--- src/rtl/sar_scan_ctl.sv ---
// SAR-ADC scan controller: walks the enabled comparator-mux channels round-robin,
// binary-searches a DW-bit code per channel and returns it over a valid/ready port.
module sar_scan_ctl #(
    parameter int unsigned NCH   = 16,
    parameter int unsigned DW    = 10,
    parameter int unsigned T_SMP = 8,
    parameter int unsigned T_BIT = 4
) (
    input  logic           clk,
    input  logic           srst,
    input  logic           scan_en,
    input  logic [NCH-1:0] ch_mask,
    input  logic           comp_o,
    output logic           dac1_en,
    output logic [DW-1:0]  dac1,
    output logic [NCH-1:0] cmp_sel,
    output logic           ad_rst,
    output logic           ad_hold,
    output logic           res_vld,
    input  logic           res_rdy,
    output logic [DW-1:0]  res_dat,
    output logic [3:0]     res_ch,
    output logic           busy
);

    localparam int unsigned CntMax = (T_SMP > T_BIT) ? T_SMP : T_BIT;
    localparam int unsigned CntW   = (CntMax > 1) ? $clog2(CntMax) : 1;
    localparam int unsigned BitW   = (DW > 1) ? $clog2(DW) : 1;

    typedef enum logic [2:0] {
        StIdle,
        StSmp,
        StHld,
        StCnv,
        StDone
    } state_e;

    state_e          state_q, state_d;
    logic [3:0]      ptr_q, ptr_d;
    logic [3:0]      ch_q, ch_d;
    logic [CntW-1:0] cnt_q, cnt_d;
    logic [DW-1:0]   trial_q, trial_d;
    logic [BitW-1:0] bit_q, bit_d;
    logic [DW-1:0]   res_dat_q, res_dat_d;
    logic [3:0]      res_ch_q, res_ch_d;

    logic            comp_meta_q, comp_s_q;

    logic            pick_found;
    logic [3:0]      pick_ch;

    logic            dac1_en_q, dac1_en_d;
    logic [DW-1:0]   dac1_q, dac1_d;
    logic [NCH-1:0]  cmp_sel_q, cmp_sel_d;
    logic            ad_rst_q, ad_rst_d;
    logic            ad_hold_q, ad_hold_d;
    logic            res_vld_q, res_vld_d;
    logic            busy_q, busy_d;

    // comp_o is asynchronous to clk.
    always_ff @(posedge clk) begin
        if (srst) begin
            comp_meta_q <= 1'b0;
            comp_s_q    <= 1'b0;
        end else begin
            comp_meta_q <= comp_o;
            comp_s_q    <= comp_meta_q;
        end
    end

    // First enabled channel at or after ptr, wrapping modulo NCH.
    always_comb begin
        logic [4:0] sum;
        logic [3:0] idx;
        pick_found = 1'b0;
        pick_ch    = '0;
        for (int i = 0; i < int'(NCH); i++) begin
            sum = {1'b0, ptr_q} + 5'(i);
            if (sum >= 5'(NCH)) begin
                sum = sum - 5'(NCH);
            end
            idx = sum[3:0];
            if (!pick_found && ch_mask[idx]) begin
                pick_found = 1'b1;
                pick_ch    = idx;
            end
        end
    end

    always_comb begin
        logic [DW-1:0] t;
        state_d   = state_q;
        ptr_d     = ptr_q;
        ch_d      = ch_q;
        cnt_d     = cnt_q;
        trial_d   = trial_q;
        bit_d     = bit_q;
        res_dat_d = res_dat_q;
        res_ch_d  = res_ch_q;
        t         = trial_q;

        unique case (state_q)
            StIdle: begin
                if (scan_en && pick_found) begin
                    ch_d    = pick_ch;
                    cnt_d   = '0;
                    trial_d = '0;
                    state_d = StSmp;
                end
            end
            StSmp: begin
                if (!scan_en) begin
                    state_d = StIdle;
                end else if (cnt_q == CntW'(T_SMP - 1)) begin
                    cnt_d   = '0;
                    state_d = StHld;
                end else begin
                    cnt_d = cnt_q + 1'b1;
                end
            end
            StHld: begin
                if (!scan_en) begin
                    state_d = StIdle;
                end else begin
                    trial_d = {1'b1, {(DW - 1){1'b0}}};
                    bit_d   = BitW'(DW - 1);
                    cnt_d   = '0;
                    state_d = StCnv;
                end
            end
            StCnv: begin
                if (!scan_en) begin
                    state_d = StIdle;
                end else if (cnt_q == CntW'(T_BIT - 1)) begin
                    // Decide on the last cycle of the window so comp_s has settled.
                    cnt_d = '0;
                    if (!comp_s_q) begin
                        t[bit_q] = 1'b0;
                    end
                    if (bit_q != '0) begin
                        t[bit_q - 1'b1] = 1'b1;
                        bit_d           = bit_q - 1'b1;
                    end else begin
                        res_dat_d = t;
                        res_ch_d  = ch_q;
                        state_d   = StDone;
                    end
                    trial_d = t;
                end else begin
                    cnt_d = cnt_q + 1'b1;
                end
            end
            StDone: begin
                if (res_rdy) begin
                    ptr_d   = (ch_q == 4'(NCH - 1)) ? 4'd0 : ch_q + 4'd1;
                    state_d = StIdle;
                end
            end
            default: begin
                state_d = StIdle;
            end
        endcase
    end

    // Analog-facing outputs are registered from next-state so they never glitch.
    always_comb begin
        dac1_en_d = 1'b0;
        dac1_d    = '0;
        cmp_sel_d = '0;
        ad_rst_d  = 1'b0;
        ad_hold_d = 1'b0;
        res_vld_d = 1'b0;
        busy_d    = (state_d != StIdle);

        unique case (state_d)
            StSmp: begin
                cmp_sel_d = NCH'(1) << ch_d;
                dac1_en_d = 1'b1;
                ad_rst_d  = 1'b1;
            end
            StHld: begin
                cmp_sel_d = NCH'(1) << ch_d;
                dac1_en_d = 1'b1;
                ad_hold_d = 1'b1;
            end
            StCnv: begin
                cmp_sel_d = NCH'(1) << ch_d;
                dac1_en_d = 1'b1;
                ad_hold_d = 1'b1;
                dac1_d    = trial_d;
            end
            StDone: begin
                cmp_sel_d = NCH'(1) << ch_d;
                dac1_en_d = 1'b1;
                ad_hold_d = 1'b1;
                dac1_d    = trial_d;
                res_vld_d = 1'b1;
            end
            default: begin
            end
        endcase
    end

    always_ff @(posedge clk) begin
        if (srst) begin
            state_q   <= StIdle;
            ptr_q     <= '0;
            ch_q      <= '0;
            cnt_q     <= '0;
            trial_q   <= '0;
            bit_q     <= '0;
            res_dat_q <= '0;
            res_ch_q  <= '0;
            dac1_en_q <= 1'b0;
            dac1_q    <= '0;
            cmp_sel_q <= '0;
            ad_rst_q  <= 1'b0;
            ad_hold_q <= 1'b0;
            res_vld_q <= 1'b0;
            busy_q    <= 1'b0;
        end else begin
            state_q   <= state_d;
            ptr_q     <= ptr_d;
            ch_q      <= ch_d;
            cnt_q     <= cnt_d;
            trial_q   <= trial_d;
            bit_q     <= bit_d;
            res_dat_q <= res_dat_d;
            res_ch_q  <= res_ch_d;
            dac1_en_q <= dac1_en_d;
            dac1_q    <= dac1_d;
            cmp_sel_q <= cmp_sel_d;
            ad_rst_q  <= ad_rst_d;
            ad_hold_q <= ad_hold_d;
            res_vld_q <= res_vld_d;
            busy_q    <= busy_d;
        end
    end

    assign dac1_en = dac1_en_q;
    assign dac1    = dac1_q;
    assign cmp_sel = cmp_sel_q;
    assign ad_rst  = ad_rst_q;
    assign ad_hold = ad_hold_q;
    assign res_vld = res_vld_q;
    assign res_dat = res_dat_q;
    assign res_ch  = res_ch_q;
    assign busy    = busy_q;

    // The analog mux and S/H must never see overlapping selects or track/hold.
    a_sel_onehot0: assert property (@(posedge clk) $onehot0(cmp_sel));
    a_rst_hold_excl: assert property (@(posedge clk) !(ad_rst && ad_hold));

endmodule
--- config.mk ---
export PLATFORM = sky130hd
export DESIGN_NAME = sar_scan_ctl
export DESIGN_NICKNAME = d
export VERILOG_FILES = /design/src/rtl/sar_scan_ctl.sv
export SDC_FILE = /design/constraint.sdc
export NUM_CORES = 1
export LEC_CHECK = 0
export BUFFER_PORTS_ARGS = -buffer_cell sky130_fd_sc_hd__buf_2
export CAP_MARGIN = 5
export CORE_AREA = 8 8 120 122
export CTS_BUF_LIST = sky130_fd_sc_hd__clkbuf_4
export DETAILED_ROUTE_END_ITERATION = 10
export DIE_AREA = 0 0 128 130
export GPL_TIMING_DRIVEN = 0
export PLACE_DENSITY = 0.71
export REMOVE_ABC_BUFFERS = 1
export SLEW_MARGIN = 25
export SYNTH_ARGS = -nofsm -noshare
export SYNTH_HDL_FRONTEND = slang
export SYNTH_SLANG_ARGS = --single-unit
--- constraint.sdc ---
create_clock -name clk -period 5.9 [get_ports clk]
set_input_delay 0.885 -clock clk [delete_from_list [all_inputs] [get_ports clk]]
set_output_delay 0.885 -clock clk [all_outputs]
set_load 0.05 [all_outputs]
# == Yosys cells after proc, flatten, opt, wreduce, memory -nomap -nowiden ==
# Cells that the tools add are included.
# word_totals
input_bits,21
out_inout_bits,45
wordCells,280
register_bits,75
# classes
n_mux,122
add_sub_neg,34
n_bitwise,6
n_lt_le_gt_ge,36
eq_ne,17
n_reduce_logical,47
shifts,1
# ops
cell,n
4-bit 2-to-1 mux,39
"4-bit by 5-bit less-than comparator with 1-bit output, second input constant",18
10-bit 2-to-1 mux,9
"5-bit >= comparator, second input constant",15
"4-bit by 1-bit subtractor with 4-bit output, second input constant",17
1-bit binary-select mux with 4-bit select,16
"4-bit by 4-bit adder with 5-bit output, second input constant",8
3-bit 2-to-1 mux,13
1-bit 2-to-1 mux,38
10-bit case mux with 3 select lines,1
"4-bit by 3-bit adder with 5-bit output, second input constant",4
1-bit logical AND,18
"1-bit by 4-bit << shifter with 16-bit output, first input constant",1
"3-bit by 2-bit equality test with 1-bit output, second input constant",5
1-bit logical NOT,15
3-bit case mux with 5 select lines,1
"2-bit inequality test, second input constant",6
3-bit case mux with 4 select lines,1
"4-bit by 2-bit adder with 5-bit output, second input constant",2
10-bit bitwise AND,1
10-bit inverter,1
10-bit bitwise OR,1
5-bit AND reduction,2
"3-bit equality test, second input constant",3
20 further kinds,28

# == Longest topological paths before layout ==
# Gate-level depths: netlist of run 1.
# logic_depth
depth_word,57
mapped_depth,18
depth_no_buf,12

# == Worst setup path before layout of run 1 ==
# No wires, ideal clock.
# synth_timing
path_type,flip-flop to flip-flop
startpoint,register ptr_q[1]
endpoint,"register cmp_sel_q[12], in the netlist cmp_sel[12]"
setup_ps,131
path_buffers,6
required_ps,5769
slack_ps,1141
path_stages_with_launch,18
synth_period_minus_slack_ps,4759
arrival_time_ps,4627
cell_sequence,dfxtp_1 buf_2 clkbuf_1 inv_1 ha_1 buf_6 clkbuf_1 mux4_2 mux4_2 or3b_1 clkbuf_1 or4_1 a32oi_1 o21ai_1 a211oi_2 nand2b_1 buf_4 nor3b_1
# synth_via
elab_chain_cells,57
elab_cells_between_ends,170
cone_classes,add/sub (31); order compare (16); eq/ne (4); shift (1); mux (84); bitwise (1); reduce/logical (33)
# synth_lines
element,line_no,source
"start, declared",39,"logic [3:0] ptr_q, ptr_d;"
"start signal, assigned",223,ptr_q <= ptr_d;
branches (longest 57 deep; another with 4-bit by 1-bit adder with 5-bit output),--,
"end signal, assigned",232,cmp_sel_q <= cmp_sel_d;
"end, declared",54,"logic [NCH-1:0] cmp_sel_q, cmp_sel_d;"
# Parallel ways; which one is timed is not known. The select of a mux whose other input is x is not followed.
# A chain may end at the register's enable or synchronous reset.

# == Worst setup path after layout of run 1 ==
# layout_timing
startpoint,register ptr_q[0]
endpoint,"register dac1_q[6], in the netlist dac1[6]"
# layout_via
elab_chain_cells,57
elab_cells_between_ends,151
cone_classes,add/sub (31); order compare (16); eq/ne (2); mux (68); bitwise (1); reduce/logical (33)
# layout_lines
element,line_no,source
branches (longest 49 deep; another with 4-bit by 1-bit adder with 5-bit output),--,
1-bit 2-to-1 mux (*),83,if (!pick_found && ch_mask[idx]) begin
1-bit logical AND (*),104,if (scan_en && pick_found) begin
3-bit 2-to-1 mux,104,
3-bit case mux with 5 select lines,102,unique case (state_q)
3-bit equality test / 3-bit by 2-bit equality test with 1-bit output (equally long branches),175,unique case (state_d)
2-bit OR reduction (no line),--,
1-bit inverter (no line),--,
2-bit OR reduction (no line),--,
"end signal, assigned",215,dac1_q <= '0;
"end signal, assigned",231,dac1_q <= dac1_d;
"end, declared",53,"logic [DW-1:0] dac1_q, dac1_d;"
# Every way passes the cells marked *. The select of a mux whose other input is x is not followed.

==> results_dict.tcl, run 1 <==
set metrics [dict create \
    status "finished clean" \
    rows 41 \
    ys_warn_count 0 \
    drive_gt1_share_pct 19.7 \
    wl_per_cell_um 18.3 \
    insertion_delay_ns 0.42 \
    finalClockSkew_ns 0.0243 \
    power_w 0.00102 \
    slew_headroom_pct 44.1 \
    synth_top_area_share_pct 27.2 \
    placedCellCount 851 \
    yosysTopAreaCell "dfxtp_1" \
    grt-ovfl-total 0 \
    cts_root_buf "clkbuf_4" \
    grt_pass1_wl_um 25900 \
    fp.dieW_um 128 \
    cts-buffers-inserted 9 \
    synthCells 646 \
    critPathArrivalTime_ns 5.76 \
    period_needed_ns 5.44 \
    cts_sinks 75 \
    max_freq_mhz 184 \
    gp_congestion 0.923 \
    worstReg2RegStart "ptr_q[0]" \
    slowest_stage "mux4_1" \
    r2r_end "dac1[6]" \
    maxSlewViolCount 0 \
    core_area_um2 12400 \
    ys.flop_type "dfxtp_1" \
    path_cells "clkinv_1, ha_2, mux4_1, mux2i_1, mux2_2, or3b_1, nor3_1, nand3b_1, nand2_1, a21oi_1, a21oi_4, nor2_1" \
    area_growth_syn_to_layout_pct 10.2 \
    cap_violations 0 \
    cp_max_fo 29 \
    fin_tns_setup_ns 0 \
    synth_edf_count 0 \
    crit_type "reg2reg" \
    htreeDepth 3 \
    worstSetupStartpointType "flip-flop" \
    tightest_slew_ns 0.836 \
    fin_nets 730 \
    final-hold-violation-count 0 \
    required_ns 6.21 \
    io-pin-count 66 \
    syn_area_per_cell_um2 8.56 \
    end_kind "flip-flop" \
    setup_viol 0 \
    routed_via_density 6.04 \
    peakVddDrop_mv 0.0914 \
    die_area_um2 16600 \
    first_pass_iters 8 \
    yosysUniqueCellTypes 76 \
    period_share_pct 92.3 \
    rr_worst_depth 12 \
    multiInputGateArea_um2 3820 \
    pwr_density_cell_nw_per_um2 167 \
    groute.usage.overall_pct 19.2 \
    drc 0 \
    p_leak_nw 2.25 \
    synthArstFlopShare_pct 0 \
    grt_max_degree 49 \
    hold_end "comp_s_q" \
    fp.dieH_um 130 \
    yosys.cell_count.top_type "dfxtp_1" \
    ant_nets 0 \
    antenna_found_initial 0 \
    portBuffers 65 \
    hold_depth 1 \
    post_cts_buffers 0 \
    yosysSeqAreaShare_pct 27.2 \
    n_fill_cell 1228 \
    wl_um 15800 \
    initial_core_util_pct 44.5 \
    yosys-top-cells-count "dfxtp_1, nor2_1, nand2_1" \
    drt_iter0_markers 479 \
    cp_slowest_stage_delay_ns 0.70 \
    regToRegSetupSlack_ns 0.46 \
    syn_area_um2 5530 \
    pre_cts_ws_ns -0.154 \
    clock_path_buffers 2 \
    final_util_pct 49.1 \
    worstHoldStart "comp_meta_q" \
    antenna_cells 0 \
    first_global_vias 4949 \
    hold_class "reg2reg" \
    synth-seq-cells 75 \
    fin_ws_ns 0.456 \
    finalNonFillerCells 866 \
    synth_area_leaders "dfxtp_1, mux4_2, mux2i_1" \
    ff_latch_area_um2 1510 \
    dp_hpwl_um 12000 \
    vias 5228 \
    clk_pin_slew_ns 0.13 \
    cts_tree "done" \
    rsz0062_at_grt "no" \
]
-- power by group --
part | switching [W] | internal (W)
Combinational | 0.0000975 | 0.0000515
Clock | 0.000185 | 0.000171
Sequential | 0.00000487 | 0.000511
-- repair_timing --
action / in CTS / in global routing
resized for setup: 1 / 5
hold buffers: 0 / 0
endpoints found under the setup margin: 24 / 27
-- through the flow --
step	hold slack (ns)	area [um2]
floorplan	0.414	5370
global placement	0.422	5910
detailed placement	0.429	5920
CTS	0.459	6080
global route	0.479	6090
finish	0.454	6090
-- state kept, by name, indices dropped and copies added (netlist names), 3 cells and up --
| register | cells |
|---|---|
| bit_q | 4 |
| ch_q | 4 |
| cmp_sel | 16 |
| cnt_q | 3 |
| dac1 | 10 |
| ptr_q | 4 |
| res_ch | 4 |
| res_dat | 10 |
| state_q | 3 |
| trial_q | 10 |
-- placed cells by master, fill, tap and decap left out, types with 13 or more instances in the layout --
master / instances
mux2i_1: 31
a21oi_1: 55
nor3_1: 30
ha_1: 18
nand3_1: 18
nand2_1: 65
o21ai_0: 20
mux4_2: 14
buf_2: 65
inv_1: 13
dfxtp_1: 71
nor2_1: 71
-- worst max-delay path by stage --
| stage | cells after the start | from | slack [ns] | endpoint |
|---|---|---|---|---|
| detailed placement | 12 | ptr_q[0] | -0.15 | dac1[6] |
| global route | 12 | ptr_q[0] | 0.11 | dac1[4] |
| floorplan | 11 | ptr_q[0] | 0.81 | cmp_sel[13] |
| global placement | 12 | ptr_q[0] | -0.66 | dac1[5] |
| CTS | 12 | ptr_q[0] | 0.02 | dac1[6] |
| finish | 12 | ptr_q[0] | 0.46 | dac1[6] |
-- cells by family after synthesis --
family	Yosys count	synth area share, %
AOI/OAI and AO/OA	163	19.7
and+or+nand+nor	258	23.7
muxes	67	18.8
buffers and inverters	49	3.94
adders and majority gates	19	4.30
xor gates and xnor gates	15	2.38
DFF	75	27.2
-- critical path, delay by kind of cell, from the launching register on --
kind | cells | cell delay (ns)
AO/OA/AOI/OAI | 2 | 0.60
adder cells (fa/ha/maj) | 1 | 0.66
buffers and inverters | 1 | 0.32
flip-flops | 1 | 0.62
multiplexers | 3 | 1.35
AND/OR/NAND/NOR | 5 | 1.78
-- metal layers --
| metal | vias to the layer above | GRT usage [%] | wire (um) |
|---|---|---|---|
| li1 | 2505 | - | - |
| met1 | 2469 | 26.3 | 7310 |
| met2 | 228 | 30.2 | 7060 |
| met3 | 26 | 2.98 | 1120 |
| met4 | 0 | 6.22 | 326 |
| met5 | - | 0 | 0 |
-- cell type report --
class | count | area share [%]
Clock buffer | 9 | 1.11
Timing Repair Buffer | 65 | 5.34
Clock inverter | 6 | 1.48
Inverter | 17 | 1.05
Tap cell | 172 | 3.53
Sequential cell | 75 | 24.8
Multi-Input combinational cell | 522 | 62.7
No activity file was read; power rests on OpenSTA's default activity.
==> run 2, diff against run 1 <==
--- a/config.mk
+++ b/config.mk
@@ -7,12 +7,12 @@
 export LEC_CHECK = 0
 export BUFFER_PORTS_ARGS = -buffer_cell sky130_fd_sc_hd__buf_2
 export CAP_MARGIN = 5
-export CORE_AREA = 8 8 120 122
+export CORE_AREA = 8 8 133 111
 export CTS_BUF_LIST = sky130_fd_sc_hd__clkbuf_4
 export DETAILED_ROUTE_END_ITERATION = 10
-export DIE_AREA = 0 0 128 130
+export DIE_AREA = 0 0 141 119
 export GPL_TIMING_DRIVEN = 0
-export PLACE_DENSITY = 0.71
+export PLACE_DENSITY = 0.7
 export REMOVE_ABC_BUFFERS = 1
 export SLEW_MARGIN = 25
 export SYNTH_ARGS = -nofsm -noshare
==> run 2 against run 1 <==
  * First-iteration DRC count is 20% higher
  * Wire length is 3.7% higher
  * Flip-flop and latch count stayed put
  * Non-clock buffer count stayed put
  * Maximum frequency is 3.4% lower
  * Global-route usage is 0.14 points higher
  * Die area is 0.84% higher
  * Combinational power hardly changed
  * Clock skew is 0.0098 ns lower
  * Final area is 0.68% higher
  * Via count is 1.2% higher
  * Sequential power hardly changed
==> results_dict.tcl, run 2 (synthesis results as in run 1) <==
set metrics [dict create \
    status "finished clean" \
    tightest_slew_ns 1.04 \
    antenna_cells 0 \
    cts_root_buf "clkbuf_4" \
    cts-buffers-inserted 9 \
    first_pass_iters 5 \
    vias 5292 \
    switchingPower_w 0.000281 \
    p_comb_share_pct 13.8 \
    dp_hpwl_um 12300 \
    rsz0062_at_grt "no" \
    final_util_pct 48.9 \
    seqPwrFrac_pct 47.1 \
    worstReg2RegStart "ptr_q[0]" \
    rr_worst_depth 11 \
    cts_sinks 75 \
    clkPwrFrac_pct 39.1 \
    internal_power_w 0.000815 \
    drive_gt1_share_pct 19.3 \
    finalClockSkew_ns 0.0146 \
    met3WireLength_um 1630 \
    fp.dieH_um 119 \
    post_cts_buffers 0 \
    most-common-layout-cells "dfxtp_1, nor2_1, nand2_1, buf_2, a21oi_1" \
    grt_max_degree 49 \
    design_area_um2 6130 \
    hold_depth 2 \
    layout_commonest_cell "dfxtp_1" \
    max_freq_mhz 177 \
    worst_path_dominant_cell_family "simple AND/OR/NAND/NOR gates" \
    p_sw_share_pct 25.6 \
    slowest_stage "mux4_1" \
    fin_ws_ns 0.265 \
    required_ns 6.24 \
    peakVddDrop_mv 0.216 \
    first_global_vias 5031 \
    r2r_end "cmp_sel[12]" \
    worstSetupStartpointType "flip-flop" \
    clock_path_buffers 2 \
    critPathArrivalTime_ns 5.98 \
    cp_max_fo 29 \
    p_leak_nw 2.27 \
    fin_nets 730 \
    rows 37 \
    worstHoldStart "res_dat[3]" \
    fin_tns_setup_ns 0 \
    drc 0 \
    area_growth_syn_to_layout_pct 11.0 \
    ant_nets 0 \
    fp.dieW_um 141 \
    routed_via_density 6.09 \
    placed_area_um2 5920 \
    end_kind "flip-flop" \
    cp_slowest_stage_delay_ns 0.71 \
    pwr_density_cell_nw_per_um2 179 \
    final-hold-violation-count 0 \
    placedCellCount 854 \
    cts_tree "done" \
    grt-ovfl-total 0 \
    critPathBufInv 1 \
    htreeDepth 3 \
    path_cells "clkinv_1, ha_2, mux4_1, mux2i_1, mux2_2, or3b_1, nor3_1, nand3b_1, nand2_1, a221o_1, nor3b_1" \
    largest_reg_flops 16 \
    period_needed_ns 5.64 \
    finalNonFillerCells 869 \
    period_share_pct 95.5 \
    gp_congestion 0.937 \
    hold_end "res_dat[3]" \
    slew_headroom_pct 30.7 \
    grt_pass1_wl_um 26400 \
    die_area_um2 16800 \
    initial_core_util_pct 44.1 \
    setup_viol 0 \
    groute.usage.overall_pct 19.3 \
    antenna_found_initial 0 \
    insertion_delay_ns 0.43 \
    cts_hold_buf 0 \
    wl_um 16400 \
    hold_class "reg2reg" \
    clk_pin_slew_ns 0.11 \
    crit_type "reg2reg" \
    cap_violations 0 \
    maxSlewViolCount 0 \
    core_area_um2 12500 \
    drt-met1-wl_um 7300 \
    pre_cts_ws_ns -0.453 \
    wl_met2_um 7300 \
    drt_iter0_markers 573 \
    wl_per_cell_um 18.9 \
    portBuffers 65 \
    top_layer "met4" \
    regToRegSetupSlack_ns 0.26 \
    io-pin-count 66 \
]
run 2: cell types whose count changed in the layout (fill, tap and decap cells not counted):
cell	previous run	this run
inv_6	1	0
dfxtp_1	71	72
bufinv_16	2	4
a221o_1	1	2
a221o_2	1	0
clkinv_1	4	5
a2111oi_1	0	1
dfxtp_2	2	1
clkinv_4	1	0
clkinvlp_4	1	0
a2111oi_0	4	3
run 2: final cells by class:
cell class	count	area (um2)
clock buffer	9	67.6
clock inverter	6	129
fill	1255	6410
inverter	17	63.8
multi-input combinational	522	3820
sequential	75	1510
tap	175	219
timing repair buffer	65	325
run 2: metal layers:
metal | vias to the layer above | global-route usage, %
li1 | 2496 | -
met1 | 2544 | 26.3
met2 | 228 | 28.7
met3 | 24 | 6.35
met4 | 0 | 5.29
met5 | - | 0
run 2: worst register-to-register path, cell delays in order (launching register included):
cell,delay [ns]
dfxtp_4,0.61
clkinv_1,0.34
ha_2,0.67
mux4_1,0.72
mux2i_1,0.31
mux2_2,0.38
or3b_1,0.52
nor3_1,0.44
nand3b_1,0.35
nand2_1,0.40
a221o_1,0.54
nor3b_1,0.27
run 2: power groups by stage:
stage | clock (W) | sequential, W | combinational, W
floorplan | 0 | 0.000537 | 0.0000892
global placement | 0 | 0.000528 | 0.000145
detailed placement | 0 | 0.000528 | 0.000148
CTS | 0.000436 | 0.000516 | 0.000148
global route | 0.000460 | 0.000517 | 0.000163
finish | 0.000429 | 0.000516 | 0.000152
run 2: stage by stage:
step	hold WS [ns]	total power, W
finish	0.460	0.00110
global route	0.485	0.00114
CTS	0.464	0.00110
detailed placement	0.449	0.000676
global placement	0.425	0.000673
floorplan	0.414	0.000626
run 2: worst max path at each step:
stage                  start           to  slack (ns)  depth (start not counted)
floorplan           ptr_q[0]  cmp_sel[13]        0.81                         11
global placement    ptr_q[0]      dac1[0]       -0.62                         12
detailed placement  ptr_q[1]      dac1[2]       -0.45                         12
CTS                 ptr_q[1]      dac1[0]        0.19                         12
global route        ptr_q[0]  cmp_sel[12]       0.002                         11
finish              ptr_q[0]  cmp_sel[12]        0.26                         11
run 2: timing repair:
item	in CTS	in global routing
resized for setup	3	3
pin swaps	0	0
setup endpoints to repair	28	23
==> run 3, diff against run 2 <==
--- a/config.mk
+++ b/config.mk
@@ -11,7 +11,6 @@
 export CTS_BUF_LIST = sky130_fd_sc_hd__clkbuf_4
 export DETAILED_ROUTE_END_ITERATION = 10
 export DIE_AREA = 0 0 141 119
-export GPL_TIMING_DRIVEN = 0
 export PLACE_DENSITY = 0.7
 export REMOVE_ABC_BUFFERS = 1
 export SLEW_MARGIN = 25
==> run 3 against run 2 <==
  * Hold slack worse by 0.0071 ns
  * Sequential share of layout area down 0.083 points
  * First-iteration DRC count up 51%
  * Critical endpoint is now cmp_sel[8]
==> results_dict.tcl, run 3 (synthesis results as in run 1) <==
set metrics [dict create \
    status "finished clean" \
    htreeDepth 3 \
    finalClockSkew_ns 0.0117 \
    cts_tree "done" \
    rsz0062_at_grt "no" \
    post_cts_buffers 0 \
    ff_latch_area_um2 1500 \
    grt_pass1_wl_um 26600 \
    vias 5450 \
    crit_type "reg2reg" \
    end_kind "flip-flop" \
    hold_class "reg2reg" \
    core_area_um2 12500 \
    startpoint "ptr_q[0]" \
    regToRegSetupSlack_ns 0.87 \
    cts_hold_buf 0 \
    clock_path_buffers 2 \
    fin_nets 735 \
    dp_hpwl_um 12400 \
    worstReg2RegStart "ptr_q[0]" \
    max_freq_mhz 199 \
    wl_um 16500 \
    drive_gt1_share_pct 19.6 \
    clk_pin_slew_ns 0.12 \
    cts-buffers-inserted 9 \
    wl_per_cell_um 18.9 \
    groute.usage.overall_pct 19.2 \
    die_area_um2 16800 \
    n_fill_cell 1213 \
    power_w 0.00102 \
    critPathArrivalTime_ns 5.34 \
    layout_commonest_cell "dfxtp_1" \
    cts_sinks 75 \
    multiInputGateArea_um2 3810 \
    cp_max_fo 15 \
    final_util_pct 48.8 \
    maxSlewViolCount 0 \
    initial_core_util_pct 44.1 \
    first_pass_iters 6 \
    routed_via_density 6.23 \
    worstHoldStart "comp_meta_q" \
    gp_congestion 1.04 \
    pre_cts_ws_ns 1.09 \
    hold_depth 1 \
    tightest_slew_ns 1.05 \
    rows 37 \
    final-hold-violation-count 0 \
    pwr_density_cell_nw_per_um2 167 \
    cts_root_buf "clkbuf_4" \
    ctsResizeCount 0 \
    fin_tns_setup_ns 0 \
    slew_headroom_pct 29.5 \
    drc 0 \
    antenna_cells 0 \
    ant_nets 0 \
    portBuffers 65 \
    p_leak_nw 2.27 \
    drt_iter0_markers 863 \
    most-common-layout-cells "dfxtp_1, nor2_1, nand2_1, buf_2, a21oi_1" \
    period_share_pct 85.3 \
    peakVddDrop_mv 0.153 \
    cap_violations 0 \
    grt_max_degree 49 \
    required_ns 6.20 \
    worstSetupStartpointType "flip-flop" \
    insertion_delay_ns 0.43 \
    hold_end "comp_s_q" \
    r2r_end "cmp_sel[8]" \
    antenna_found_initial 0 \
    largest_reg_flops 16 \
    fp.dieW_um 141 \
    fin_ws_ns 0.867 \
    fp.dieH_um 119 \
    rr_worst_depth 12 \
    grt-ovfl-total 0 \
    io-pin-count 66 \
    period_needed_ns 5.03 \
    setup_viol 0 \
    holdWs_ns 0.453 \
    area_growth_syn_to_layout_pct 10.7 \
    first_global_vias 5164 \
]
==> run 3: cell types whose count changed in the layout (fill, tap and decap cells not counted), moves of 2 or more <==
cell,previous run,this run
dfxtp_4,2,0
clkinvlp_4,0,2
bufinv_16,4,2
dfxtp_1,72,75
buf_4,0,5
==> run 3: cell type report <==
class / instances / area share, %
Multi-Input combinational cell: 522 / 62.2
Sequential cell: 75 / 24.5
Timing Repair Buffer: 70 / 5.93
Tap cell: 175 / 3.58
Clock inverter: 6 / 1.45
Clock buffer: 10 / 1.23
Inverter: 17 / 1.04
==> run 3: worst max-delay path, stage by stage, from the launching register on <==
cell	delay (ns)
dfxtp_1	0.36
clkinv_1	0.19
ha_1	0.77
mux4_1	0.52
mux2i_1	0.64
mux2i_1	0.39
nor2_2	0.39
nand2_1	0.24
o41ai_1	0.42
a2111oi_0	0.21
a211oi_2	0.31
nand2b_1	0.39
nor3_1	0.10
==> run 3: power by group <==
part | internal [W] | leakage [nW] | switching (W)
Combinational | 0.0000516 | 1.58 | 0.0000996
Clock | 0.000177 | 0.0830 | 0.000179
Sequential | 0.000512 | 0.606 | 0.00000529
==> run 3: how the worst max path moves through the flow <==
stage / endpoint / slack [ns]
3_5_place_dp: cmp_sel[8] / 1.09
6_report: cmp_sel[8] / 0.87
5_1_grt: cmp_sel[12] / 0.58
2_1_floorplan: cmp_sel[13] / 0.81
3_3_place_gp: cmp_sel[12] / 1.12
4_1_cts: dac1[4] / 1.06
==> run 3: through the flow <==
stage | instances | cell area (um2)
6_report | 875 | 6120
5_1_grt | 875 | 6120
4_1_cts | 875 | 6120
3_5_place_dp | 859 | 5960
3_3_place_gp | 859 | 5960
2_1_floorplan | 614 | 5370
==> run 3: layer usage <==
metal  GRT usage (%)  vias to the layer above  wire, um
met4            5.36                        0       339
li1                -                     2509         -
met1            25.9                     2595      7150
met5               0                        -         0
met2            29.3                      306      7260
met3            5.79                       40      1770
